===== src/rtl/xfft_frame_sequencer_if.sv =====
// -----------------------------------------------------------------------------
// xfft_frame_sequencer_if
// Groups the AXI-Stream style channels between the frame sequencer and the
// xfft_0 core: the configuration channel, the input data channel, the output
// data status (valid/last only) and the two core event lines.
//   master : sequencer side (drives config/data, observes readys and status)
//   slave  : FFT core side
// -----------------------------------------------------------------------------
interface xfft_frame_sequencer_if #(
  parameter int CFG_WIDTH = 8
);
  logic [CFG_WIDTH-1:0] s_axis_config_tdata;
  logic                 s_axis_config_tvalid;
  logic                 s_axis_config_tready;
  logic [15:0]          s_axis_data_tdata;
  logic                 s_axis_data_tvalid;
  logic                 s_axis_data_tlast;
  logic                 s_axis_data_tready;
  logic                 m_axis_data_tvalid;
  logic                 m_axis_data_tlast;
  logic                 event_tlast_unexpected;
  logic                 event_tlast_missing;

  modport master (
    output s_axis_config_tdata, s_axis_config_tvalid,
    input  s_axis_config_tready,
    output s_axis_data_tdata, s_axis_data_tvalid, s_axis_data_tlast,
    input  s_axis_data_tready,
    input  m_axis_data_tvalid, m_axis_data_tlast,
    input  event_tlast_unexpected, event_tlast_missing
  );

  modport slave (
    input  s_axis_config_tdata, s_axis_config_tvalid,
    output s_axis_config_tready,
    input  s_axis_data_tdata, s_axis_data_tvalid, s_axis_data_tlast,
    output s_axis_data_tready,
    output m_axis_data_tvalid, m_axis_data_tlast,
    output event_tlast_unexpected, event_tlast_missing
  );
endinterface


===== src/rtl/xfft_frame_sequencer.sv =====
// -----------------------------------------------------------------------------
// xfft_frame_sequencer
// Issues one FFT configuration word, then streams DDS samples into the FFT in
// frames of 2^NFFT_LOG2 beats (tlast on the final beat), counts frames in and
// out of the core and reports completion and sticky error status.
// Ports:
//   clk, reset          clock, asynchronous active-high reset
//   clk_enable          global enable, all state frozen when low
//   start, stop         run start pulse (IDLE only), continuous-run stop pulse
//   num_frames          frames per run, 0 = continuous until stop
//   fwd_inv             FFT direction, latched at start
//   dds_tdata/tvalid    DDS sample stream (cannot be stalled)
//   fft                 FFT core channels (master side of the interface)
//   busy, done          run in progress, one-cycle completion pulse
//   error               sticky {tlast_missing, tlast_unexpected, overrun}
//   frames_out          FFT output frames completed in this run
// -----------------------------------------------------------------------------
module xfft_frame_sequencer #(
  parameter int NFFT_LOG2 = 10,
  parameter int CFG_WIDTH = 8
) (
  input  logic                   clk,
  input  logic                   reset,
  input  logic                   clk_enable,
  input  logic                   start,
  input  logic                   stop,
  input  logic [15:0]            num_frames,
  input  logic                   fwd_inv,
  input  logic [7:0]             dds_tdata,
  input  logic                   dds_tvalid,
  xfft_frame_sequencer_if.master fft,
  output logic                   busy,
  output logic                   done,
  output logic [2:0]             error,
  output logic [15:0]            frames_out
);

  localparam logic [NFFT_LOG2-1:0] LAST_IDX = '1;
  localparam logic [NFFT_LOG2-1:0] CNT_ONE  = {{(NFFT_LOG2-1){1'b0}}, 1'b1};

  typedef enum logic [1:0] {
    S_IDLE   = 2'd0,
    S_CONFIG = 2'd1,
    S_STREAM = 2'd2,
    S_DRAIN  = 2'd3
  } state_t;

  state_t                state_q, state_d;
  logic [15:0]           nframes_q, nframes_d;
  logic                  fwd_q, fwd_d;
  logic                  stop_pend_q, stop_pend_d;
  logic [NFFT_LOG2-1:0]  sample_cnt_q, sample_cnt_d;
  logic [15:0]           frames_in_q, frames_in_d;
  logic [15:0]           frames_out_q, frames_out_d;
  logic [2:0]            err_q, err_d;
  logic                  dvld_q, dvld_d;
  logic                  dlast_q, dlast_d;
  logic [7:0]            ddata_q, ddata_d;
  logic                  done_q, done_d;

  logic                  cfg_hs;
  logic                  data_hs;
  logic                  last_hs;
  logic                  final_frame;
  logic                  load_ok;
  logic                  load;
  logic [NFFT_LOG2-1:0]  load_idx;

  always_ff @(posedge clk or posedge reset) begin
    if (reset) begin
      state_q      <= S_IDLE;
      nframes_q    <= '0;
      fwd_q        <= 1'b0;
      stop_pend_q  <= 1'b0;
      sample_cnt_q <= '0;
      frames_in_q  <= '0;
      frames_out_q <= '0;
      err_q        <= '0;
      dvld_q       <= 1'b0;
      dlast_q      <= 1'b0;
      ddata_q      <= '0;
      done_q       <= 1'b0;
    end else if (clk_enable) begin
      state_q      <= state_d;
      nframes_q    <= nframes_d;
      fwd_q        <= fwd_d;
      stop_pend_q  <= stop_pend_d;
      sample_cnt_q <= sample_cnt_d;
      frames_in_q  <= frames_in_d;
      frames_out_q <= frames_out_d;
      err_q        <= err_d;
      dvld_q       <= dvld_d;
      dlast_q      <= dlast_d;
      ddata_q      <= ddata_d;
      done_q       <= done_d;
    end
  end

  always_comb begin
    state_d      = state_q;
    nframes_d    = nframes_q;
    fwd_d        = fwd_q;
    stop_pend_d  = stop_pend_q;
    sample_cnt_d = sample_cnt_q;
    frames_in_d  = frames_in_q;
    frames_out_d = frames_out_q;
    err_d        = err_q;
    dvld_d       = dvld_q;
    dlast_d      = dlast_q;
    ddata_d      = ddata_q;
    done_d       = 1'b0;

    cfg_hs  = (state_q == S_CONFIG) && fft.s_axis_config_tready;
    data_hs = dvld_q && fft.s_axis_data_tready;
    last_hs = data_hs && dlast_q;

    // The frame currently being sent is the last one of the run when a stop is
    // pending (or arrives now) or it brings frames_in up to num_frames.
    final_frame = stop_pend_q || stop ||
                  ((nframes_q != 16'd0) && ((frames_in_q + 16'd1) == nframes_q));

    // Once the closing tlast beat of the final frame sits in the holding
    // register, nothing else may follow it into the core.
    load_ok  = (state_q == S_STREAM) && !(dvld_q && dlast_q && final_frame);
    load     = load_ok && dds_tvalid && (!dvld_q || fft.s_axis_data_tready);
    // Index of the beat being loaded: the held beat (if any) is leaving now.
    load_idx = data_hs ? (sample_cnt_q + CNT_ONE) : sample_cnt_q;

    if (data_hs) begin
      sample_cnt_d = sample_cnt_q + CNT_ONE;
    end

    if (load) begin
      dvld_d  = 1'b1;
      ddata_d = dds_tdata;
      dlast_d = (load_idx == LAST_IDX);
    end else if (data_hs) begin
      dvld_d  = 1'b0;
      dlast_d = 1'b0;
    end

    if (last_hs) begin
      frames_in_d = frames_in_q + 16'd1;
    end

    if ((state_q != S_IDLE) && fft.m_axis_data_tvalid && fft.m_axis_data_tlast) begin
      frames_out_d = frames_out_q + 16'd1;
    end

    // A sample that can neither be held nor replace a departing beat is lost.
    if ((state_q == S_STREAM) && dds_tvalid && dvld_q && !fft.s_axis_data_tready) begin
      err_d[0] = 1'b1;
    end

    if ((state_q == S_STREAM) && stop) begin
      stop_pend_d = 1'b1;
    end

    case (state_q)
      S_IDLE: begin
        if (start) begin
          nframes_d    = num_frames;
          fwd_d        = fwd_inv;
          stop_pend_d  = 1'b0;
          sample_cnt_d = '0;
          frames_in_d  = '0;
          frames_out_d = '0;
          err_d        = '0;
          dvld_d       = 1'b0;
          dlast_d      = 1'b0;
          state_d      = S_CONFIG;
        end
      end
      S_CONFIG: begin
        if (cfg_hs) begin
          state_d = S_STREAM;
        end
      end
      S_STREAM: begin
        if (last_hs && final_frame) begin
          stop_pend_d = 1'b0;
          state_d     = S_DRAIN;
        end
      end
      S_DRAIN: begin
        // Equality rather than ordering keeps this valid across 16-bit wrap.
        if (frames_out_q == frames_in_q) begin
          done_d  = 1'b1;
          state_d = S_IDLE;
        end
      end
      default: state_d = S_IDLE;
    endcase

    // Core events are sticky and recorded in every state, including the start cycle.
    err_d = err_d | {fft.event_tlast_missing, fft.event_tlast_unexpected, 1'b0};
  end

  assign fft.s_axis_config_tdata  = {{(CFG_WIDTH-1){1'b0}}, fwd_q};
  assign fft.s_axis_config_tvalid = (state_q == S_CONFIG);
  assign fft.s_axis_data_tdata    = {8'h00, ddata_q};
  assign fft.s_axis_data_tvalid   = dvld_q;
  assign fft.s_axis_data_tlast    = dlast_q;

  assign busy       = (state_q != S_IDLE);
  assign done       = done_q;
  assign error      = err_q;
  assign frames_out = frames_out_q;

endmodule


===== src/flat_wrapper.sv =====
// flat-port wrapper written by rule: the top's interface ports become plain ports
module xfft_frame_sequencer_flat 
#(
  parameter int NFFT_LOG2 = 10,
  parameter int CFG_WIDTH = 8
)
  (clk, reset, clk_enable, start, stop, num_frames, fwd_inv, dds_tdata, dds_tvalid, busy, done, error, frames_out, fft_s_axis_config_tdata, fft_s_axis_config_tvalid, fft_s_axis_config_tready, fft_s_axis_data_tdata, fft_s_axis_data_tvalid, fft_s_axis_data_tlast, fft_s_axis_data_tready, fft_m_axis_data_tvalid, fft_m_axis_data_tlast, fft_event_tlast_unexpected, fft_event_tlast_missing);
  xfft_frame_sequencer_if #(.CFG_WIDTH(CFG_WIDTH)) fft_i ();
  input  logic clk;
  input  logic reset;
  input  logic clk_enable;
  input  logic start;
  input  logic stop;
  input  logic [15:0] num_frames;
  input  logic fwd_inv;
  input  logic [7:0] dds_tdata;
  input  logic dds_tvalid;
  output logic busy;
  output logic done;
  output logic [2:0] error;
  output logic [15:0] frames_out;
  output wire logic [$bits(fft_i.s_axis_config_tdata)-1:0] fft_s_axis_config_tdata;
  output wire logic [$bits(fft_i.s_axis_config_tvalid)-1:0] fft_s_axis_config_tvalid;
  input wire logic [$bits(fft_i.s_axis_config_tready)-1:0] fft_s_axis_config_tready;
  output wire logic [$bits(fft_i.s_axis_data_tdata)-1:0] fft_s_axis_data_tdata;
  output wire logic [$bits(fft_i.s_axis_data_tvalid)-1:0] fft_s_axis_data_tvalid;
  output wire logic [$bits(fft_i.s_axis_data_tlast)-1:0] fft_s_axis_data_tlast;
  input wire logic [$bits(fft_i.s_axis_data_tready)-1:0] fft_s_axis_data_tready;
  input wire logic [$bits(fft_i.m_axis_data_tvalid)-1:0] fft_m_axis_data_tvalid;
  input wire logic [$bits(fft_i.m_axis_data_tlast)-1:0] fft_m_axis_data_tlast;
  input wire logic [$bits(fft_i.event_tlast_unexpected)-1:0] fft_event_tlast_unexpected;
  input wire logic [$bits(fft_i.event_tlast_missing)-1:0] fft_event_tlast_missing;
  assign fft_s_axis_config_tdata = fft_i.s_axis_config_tdata;
  assign fft_s_axis_config_tvalid = fft_i.s_axis_config_tvalid;
  assign fft_i.s_axis_config_tready = fft_s_axis_config_tready;
  assign fft_s_axis_data_tdata = fft_i.s_axis_data_tdata;
  assign fft_s_axis_data_tvalid = fft_i.s_axis_data_tvalid;
  assign fft_s_axis_data_tlast = fft_i.s_axis_data_tlast;
  assign fft_i.s_axis_data_tready = fft_s_axis_data_tready;
  assign fft_i.m_axis_data_tvalid = fft_m_axis_data_tvalid;
  assign fft_i.m_axis_data_tlast = fft_m_axis_data_tlast;
  assign fft_i.event_tlast_unexpected = fft_event_tlast_unexpected;
  assign fft_i.event_tlast_missing = fft_event_tlast_missing;
  xfft_frame_sequencer #(.NFFT_LOG2(NFFT_LOG2), .CFG_WIDTH(CFG_WIDTH)) u_core (.clk(clk), .reset(reset), .clk_enable(clk_enable), .start(start), .stop(stop), .num_frames(num_frames), .fwd_inv(fwd_inv), .dds_tdata(dds_tdata), .dds_tvalid(dds_tvalid), .fft(fft_i), .busy(busy), .done(done), .error(error), .frames_out(frames_out));
endmodule

===== config.mk =====
export PLATFORM = sky130hd
export DESIGN_NAME = xfft_frame_sequencer_flat
export DESIGN_NICKNAME = d
export VERILOG_FILES = /design/src/rtl/xfft_frame_sequencer_if.sv /design/src/rtl/xfft_frame_sequencer.sv /design/src/flat_wrapper.sv
export SDC_FILE = /design/constraint.sdc
export NUM_CORES = 1
export LEC_CHECK = 0
export CAP_MARGIN = 20
export CORE_MARGIN = 10
export CORE_UTILIZATION = 48
export CTS_CLUSTER_SIZE = 24
export DETAILED_ROUTE_END_ITERATION = 8
export GPL_ROUTABILITY_DRIVEN = 0
export GPL_TIMING_DRIVEN = 0
export PLACE_DENSITY = 0.77
export SKIP_LAST_GASP = 1
export SYNTH_ARGS = -nofsm -noshare
export SYNTH_HDL_FRONTEND = slang
export SYNTH_SLANG_ARGS = --single-unit

===== constraint.sdc =====
create_clock -name clk -period 2.4 [get_ports clk]
set_input_delay 0.48 -clock clk [delete_from_list [all_inputs] [get_ports clk]]
set_output_delay 0.48 -clock clk [all_outputs]
set_load 0.05 [all_outputs]

### Yosys cells after proc, flatten, opt, wreduce, memory -nomap -nowiden

Cells that the tools add are included.

| storage, ports and cells | value |
|---|---|
| bits in registers | 76 |
| bits in latches | 0 |
| memory bits (writable) | 0 |
| ROM bits | 0 |
| bits of input ports | 37 |
| output and inout port bits | 48 |
| word-level logic and storage cells | 85 |
| memories | 0 |

| operators by class | value |
|---|---|
| add/sub/neg operators | 3 |
| multipliers | 0 |
| div/mod/pow operators | 0 |
| magnitude comparators | 0 |
| eq/ne operators | 10 |
| shift-type cells | 0 |
| mux-type cells | 31 |
| bitwise gates (word level) | 1 |
| reduce and logical (&&, ||, !) cells | 28 |

Operator list:

| operator | number |
|---|---|
| 16-bit two-way mux | 6 |
| 16-bit by 1-bit adder with 16-bit output (second input constant) | 2 |
| 16-bit == test | 2 |
| 10-bit two-way mux | 3 |
| 1-bit logical AND | 16 |
| 16-bit nonzero test | 1 |
| 1-bit two-way mux | 14 |
| 10-bit by 1-bit adder with 10-bit output (second input constant) | 1 |
| 10-bit == test (second input constant) | 1 |
| 2-bit two-way mux | 4 |
| 2-bit case mux with 4 select lines | 1 |
| 3-bit two-way mux | 2 |
| 5-bit AND reduction | 1 |
| 2-bit == test (second input constant) | 2 |
| 2-bit by 1-bit inequality test with 1-bit output (second input constant) | 2 |
| 2-bit inequality test (second input constant) | 2 |
| 1-bit zero test | 3 |
| 1-bit logical OR | 3 |
| 3-bit OR | 1 |
| 3-bit AND reduction | 1 |
| 2-bit by 1-bit == test with 1-bit output (second input constant) | 1 |
| 2-bit zero test | 1 |
| 1-bit case mux with 2 select lines | 1 |
| 2-bit AND reduction | 1 |
| 2-bit nonzero test | 1 |

### Depth between registers and ports, before layout

| depth | value |
|---|---|
| word-level depth | 12 |
| depth in mapped cells | 10 |
| mapped depth without buffers | 9 |

### Worst setup path before layout

Ideal clock, no wire load.

| path | value |
|---|---|
| path kind | register to register |
| from | register u_core.frames_in_q[0] |
| to | register u_core.ddata_q[0] |
| setup time | 125 ps |
| arrival | 2403 ps |
| data required time | 2275 ps |
| setup slack | -128 ps |
| stages on the path, launching flop included | 11 |
| buffers on the path | 1 |
| clock period less this slack | 2528 ps |
| path through | dfrtp_1 > ha_1 > nand4_1 > or2_1 > clkbuf_1 > nor2_1 > xnor2_1 > nor4_2 > a31oi_4 > nand4_4 > mux2_4 |

| between the ends | value |
|---|---|
| cells in the longest elaborated chain, start to end | 10 |

Ends and longest elaborated chain:

| item | line | RTL |
|---|---|---|
| start, declared | xfft_frame_sequencer.sv:53 | `logic [15:0] frames_in_q, frames_in_d;` |
| start signal, assigned | xfft_frame_sequencer.sv:89 | `frames_in_q <= frames_in_d;` |
| 16-bit by 1-bit adder with 16-bit output | xfft_frame_sequencer.sv:120 | `((nframes_q != 16'd0) && ((frames_in_q + 16'd1) == nframes_q));` |
| 16-bit == test | xfft_frame_sequencer.sv:120 |  |
| 1-bit logical AND | xfft_frame_sequencer.sv:120 |  |
| 1-bit logical OR | xfft_frame_sequencer.sv:119 | `final_frame = stop_pend_q \|\| stop \|\|` |
| 1-bit logical AND | xfft_frame_sequencer.sv:124 | `load_ok = (state_q == S_STREAM) && !(dvld_q && dlast_q && final_frame);` |
| 1-bit zero test | xfft_frame_sequencer.sv:124 |  |
| 1-bit logical AND | xfft_frame_sequencer.sv:124 |  |
| 1-bit logical AND (2 in series) | xfft_frame_sequencer.sv:125 | `load = load_ok && dds_tvalid && (!dvld_q \|\| fft.s_axis_data_tready);` |
| 2-bit AND reduction (no source line) | -- |  |
| end signal, assigned | xfft_frame_sequencer.sv:94 | `ddata_q <= ddata_d;` |
| end, declared | xfft_frame_sequencer.sv:58 | `logic [7:0] ddata_q, ddata_d;` |

Every way passes these cells.
A chain may end at the register's enable or synchronous reset.

### Final worst setup path

| path | value |
|---|---|
| from | register u_core.frames_in_q[0] |
| to | register u_core.ddata_q[5] |

The elaborated chain is that of the path after synthesis.

==> impl_summary.log <==
INFO  metric i_o_pins = 85
INFO  metric report.power.total = 5.23 mW
INFO  metric ys_top_cells_by_area = sky130_fd_sc_hd__dfrtp_1, sky130_fd_sc_hd__xor2_1, sky130_fd_sc_hd__nand2_1, sky130_fd_sc_hd__xnor2_1, sky130_fd_sc_hd__nor2_1
INFO  metric worst_setup_path_start_kind = flip-flop
INFO  metric n_antenna_cell = 0
INFO  metric crit_path_max_fanout = 8
INFO  metric root_buffer = sky130_fd_sc_hd__clkbuf_8
INFO  metric postRouteAntennaNets = 0
INFO  metric flip_flop_and_latch_count_after_synthesis = 76
INFO  metric synth.avg_cell_area = 9.21 um^2
INFO  metric r2r_slack = -0.16 ns
INFO  metric io_buffers = 68
INFO  metric worst_pin_slew = 0.745 ns
INFO  metric post_drt_wl_per_cell = 16.1 um
INFO  metric fin_nets = 650
INFO  metric yosys.cell_count.top_type = sky130_fd_sc_hd__nand2_1
INFO  metric worst_r2r_path_depth = 9
INFO  metric cp.depth = 9
INFO  metric cp.buffers_inverters = 1
INFO  metric setup_viol = 9
INFO  metric worst_setup_path_endpoint = u_core.ddata_q[5]
INFO  metric cts_max_level = 3
INFO  metric worstSetupPathType = flip-flop to flip-flop
INFO  metric insertion_delay_to_the_later_sink_of_the_worst_skew_pair = 0.35 ns
INFO  metric cts_made_buffers = 9
INFO  metric power-per-cell-area = 869 mW/mm^2
INFO  metric globalRouteOverflowTotal = 0
INFO  metric grt_first_pass_wirelength = 19900 um
INFO  metric ys.warnings.count = 0
INFO  metric clkSinkCount = 76
INFO  metric synth_largest_area_cell = sky130_fd_sc_hd__dfrtp_1
INFO  metric grt_start_max_net_pins = 45
INFO  metric setup_tns = -1.36 ns
INFO  metric floorplan.die_area = 0.0140 mm^2
INFO  metric worstPathArrival = 2.80 ns
INFO  metric total_iterations_of_the_first_detailed_routing_run = 5
INFO  metric synth_cells = 504
INFO  metric crit_path_cell_trace = buf_6, nand3_4, nor4_4, xnor2_1, nor2_1, and4bb_2, a31oi_4, nand4_4, mux2_4
INFO  metric hp-class = flip-flop to flip-flop
INFO  metric drc_violation_count_after_routing = 0
INFO  metric synth_flop_cell = sky130_fd_sc_hd__dfrtp_1
INFO  metric status = finished with violations
INFO  metric regToRegEndpoint = u_core.ddata_q[5]
INFO  metric place_worst_setup_slack = -0.566 ns
INFO  metric post_synth_num_cell_types = 62
INFO  metric cp_data_required_time = 2.63 ns
INFO  metric grt_antenna_before_repair = 0
INFO  metric worst_hold_slack = 0.495 ns
INFO  metric floorplan.die.width = 118 um
INFO  metric clock_tree_from_tritoncts = yes
INFO  metric mapped_area = 0.00464 mm^2
INFO  metric fin_ws = -0.165 ns
INFO  metric regToRegStartpoint = u_core.frames_in_q[0]
INFO  metric dr_total_vias = 3945
INFO  metric totalWireLength = 11900 um
INFO  metric n_fill_cell = 745
INFO  metric syn_to_final_growth = 29.5%
INFO  metric detail_routed_via_count_per_cell = 5.35
INFO  metric critical_path.slowest_cell = sky130_fd_sc_hd__dfrtp_2
INFO  metric critical_path.startpoint = u_core.frames_in_q[0]
INFO  metric ys_top_cells_by_count = sky130_fd_sc_hd__nand2_1, sky130_fd_sc_hd__dfrtp_1, sky130_fd_sc_hd__xor2_1
INFO  metric leakagePower = 2.78 nW
INFO  metric critical_path.top_delay_family = simple AND/OR/NAND/NOR gates
INFO  metric slew_viol_final = 0
INFO  metric clkSlewWorstSetupHoldPaths = 0.08 ns
INFO  metric fraction_of_registers_with_async_set_or_reset_after_synthesis = 100%
INFO  metric synth_largest_type_area_fraction = 41.0%
INFO  metric core = 0.00933 mm^2
INFO  metric ys_seq_area_share = 41.0%
INFO  metric critical_path.max_stage_delay = 0.45 ns
INFO  metric max-cap-violations = 0
INFO  metric die_height = 118 um
INFO  metric synth_edf_count = 0
INFO  metric timing.clock.skew = 0.0125 ns
INFO  metric finalCritPeriodShare = 107%
INFO  metric report.final.hold_viol_count = 0
INFO  metric max_freq = 390 MHz
INFO  metric period_needed = 2.56 ns
INFO  metric max-vdd-ir-drop = 0.595 mV
INFO  metric maxSlewHeadroom = 50.2%
INFO  metric rows = 35
INFO  metric violations = negative setup slack
INFO  metric initialDrtViolationCount = 296
INFO  metric gr-usage-all-layers = 16.8%
INFO  metric bufs_on_longest_clock_path = 2
INFO  metric dp_hpwl = 8670 um
INFO  metric timing.critical_path.to_type = flip-flop
INFO  metric floorplan.initialDensity = 49.8%
INFO  metric drive_above_1_share = 17.2%
INFO  metric rsz_0062_raised_after_global_routing = true
INFO  metric grt_pass1_vias = 4055
-- area by class of cell --
class / count / area (um^2) / share of cell area (%)
Timing Repair Buffer: 81 / 811 / 13.5
Sequential cell: 76 / 1910 / 31.7
Multi-Input combinational cell: 387 / 2540 / 42.3
Clock inverter: 4 / 98.8 / 1.64
Inverter: 11 / 45.0 / 0.749
Tap cell: 129 / 161 / 2.68
Clock buffer: 10 / 138 / 2.29
Buffer: 40 / 314 / 5.22
-- layout by cell type (no fill, tap or decap), types with 4 or more instances in the layout --
master / synthesis / layout
sky130_fd_sc_hd__xor2_1: 42 / 42
sky130_fd_sc_hd__buf_4: 19 / 29
sky130_fd_sc_hd__o21ai_0: 24 / 22
sky130_fd_sc_hd__nor4_1: 8 / 8
sky130_fd_sc_hd__or3_1: 4 / 4
sky130_fd_sc_hd__clkdlybuf4s50_1: 0 / 66
sky130_fd_sc_hd__clkbuf_1: 12 / 8
sky130_fd_sc_hd__nor4_4: 2 / 4
sky130_fd_sc_hd__clkbuf_8: 7 / 17
sky130_fd_sc_hd__nand2_1: 87 / 87
sky130_fd_sc_hd__a21oi_1: 16 / 16
sky130_fd_sc_hd__nand3_1: 20 / 19
sky130_fd_sc_hd__dfrtp_1: 76 / 73
sky130_fd_sc_hd__inv_1: 10 / 9
sky130_fd_sc_hd__nor3_1: 17 / 14
sky130_fd_sc_hd__conb_1: 1 / 15
sky130_fd_sc_hd__mux2_4: 8 / 8
sky130_fd_sc_hd__nand4_1: 13 / 13
sky130_fd_sc_hd__ha_1: 7 / 6
sky130_fd_sc_hd__xnor2_1: 25 / 24
sky130_fd_sc_hd__nor2_1: 39 / 37
-- stage by stage --
stage	utilization, %	std cells	instance area, um^2
3_3_place_gp	59.5	715	5550
5_1_grt	64.5	738	6010
3_5_place_dp	59.7	716	5570
4_1_cts	63.6	735	5940
2_1_floorplan	-	518	4700
6_report	64.5	738	6010
-- timing repair --
item                                    CTS  global route
hold endpoints to repair                  0             0
pin swaps                                 8             8
hold buffers                              0             0
gates resized for setup                  22            15
buffers inserted                          8             4
endpoints found under the setup margin   28            50
-- worst min-delay path: cells and delay by family (launching register included) --
family,cells,cell delay (ns)
flops,1,0.36
simple gates,2,0.10
-- kinds of logic after synthesis --
| family | synth area share [%] |
|---|---|
| AO/OA/AOI/OAI | 9.78 |
| XOR/XNOR | 12.6 |
| adder cells (fa/ha/maj) | 1.89 |
| buffers and inverters | 7.76 |
| flip-flops | 41.0 |
| multiplexers | 3.02 |
| other | 0.0808 |
| AND/OR/NAND/NOR | 23.9 |
-- registers in the layout, indices dropped and copies added (netlist names) --
name	count
u_core.state_q	2
u_core.frames_in_q	16
u_core.nframes_q	16
u_core.error	3
u_core.fwd_q	1
u_core.stop_pend_q	1
u_core.done	1
u_core.sample_cnt_q	10
u_core.fft.s_axis_data_tlast	1
u_core.frames_out	16
u_core.ddata_q	8
u_core.fft.s_axis_data_tvalid	1
-- routing by layer --
layer | global-route usage, % | vias up | wire (um) | part of all wire [%]
met5 | 0 | - | 0 | 0
met4 | 4.40 | 0 | 173 | 1.5
met3 | 3.81 | 21 | 817 | 6.9
met2 | 27.8 | 159 | 5680 | 48
met1 | 21.5 | 1868 | 5230 | 44
li1 | - | 1897 | - | -
-- worst min path at each step --
stage,cells past startpoint,slack [ns],end,start
after CTS,1,0.50,u_core.done,u_core.done
after floorplan,2,0.45,u_core.fwd_q,u_core.fwd_q
final,2,0.49,u_core.fwd_q,u_core.fwd_q
after global placement,2,0.47,u_core.fwd_q,u_core.fwd_q
after detailed placement,2,0.47,u_core.fwd_q,u_core.fwd_q
after global routing,1,0.53,u_core.error[2],u_core.error[2]
-- report_power, final --
part	switching [mW]	leakage (nW)	internal [mW]	total, mW
sequential	0.294	0.997	1.57	1.86
clock	0.482	0.118	0.710	1.19
combinational	1.30	1.66	0.874	2.17
No activity file was read; power rests on OpenSTA's default activity.
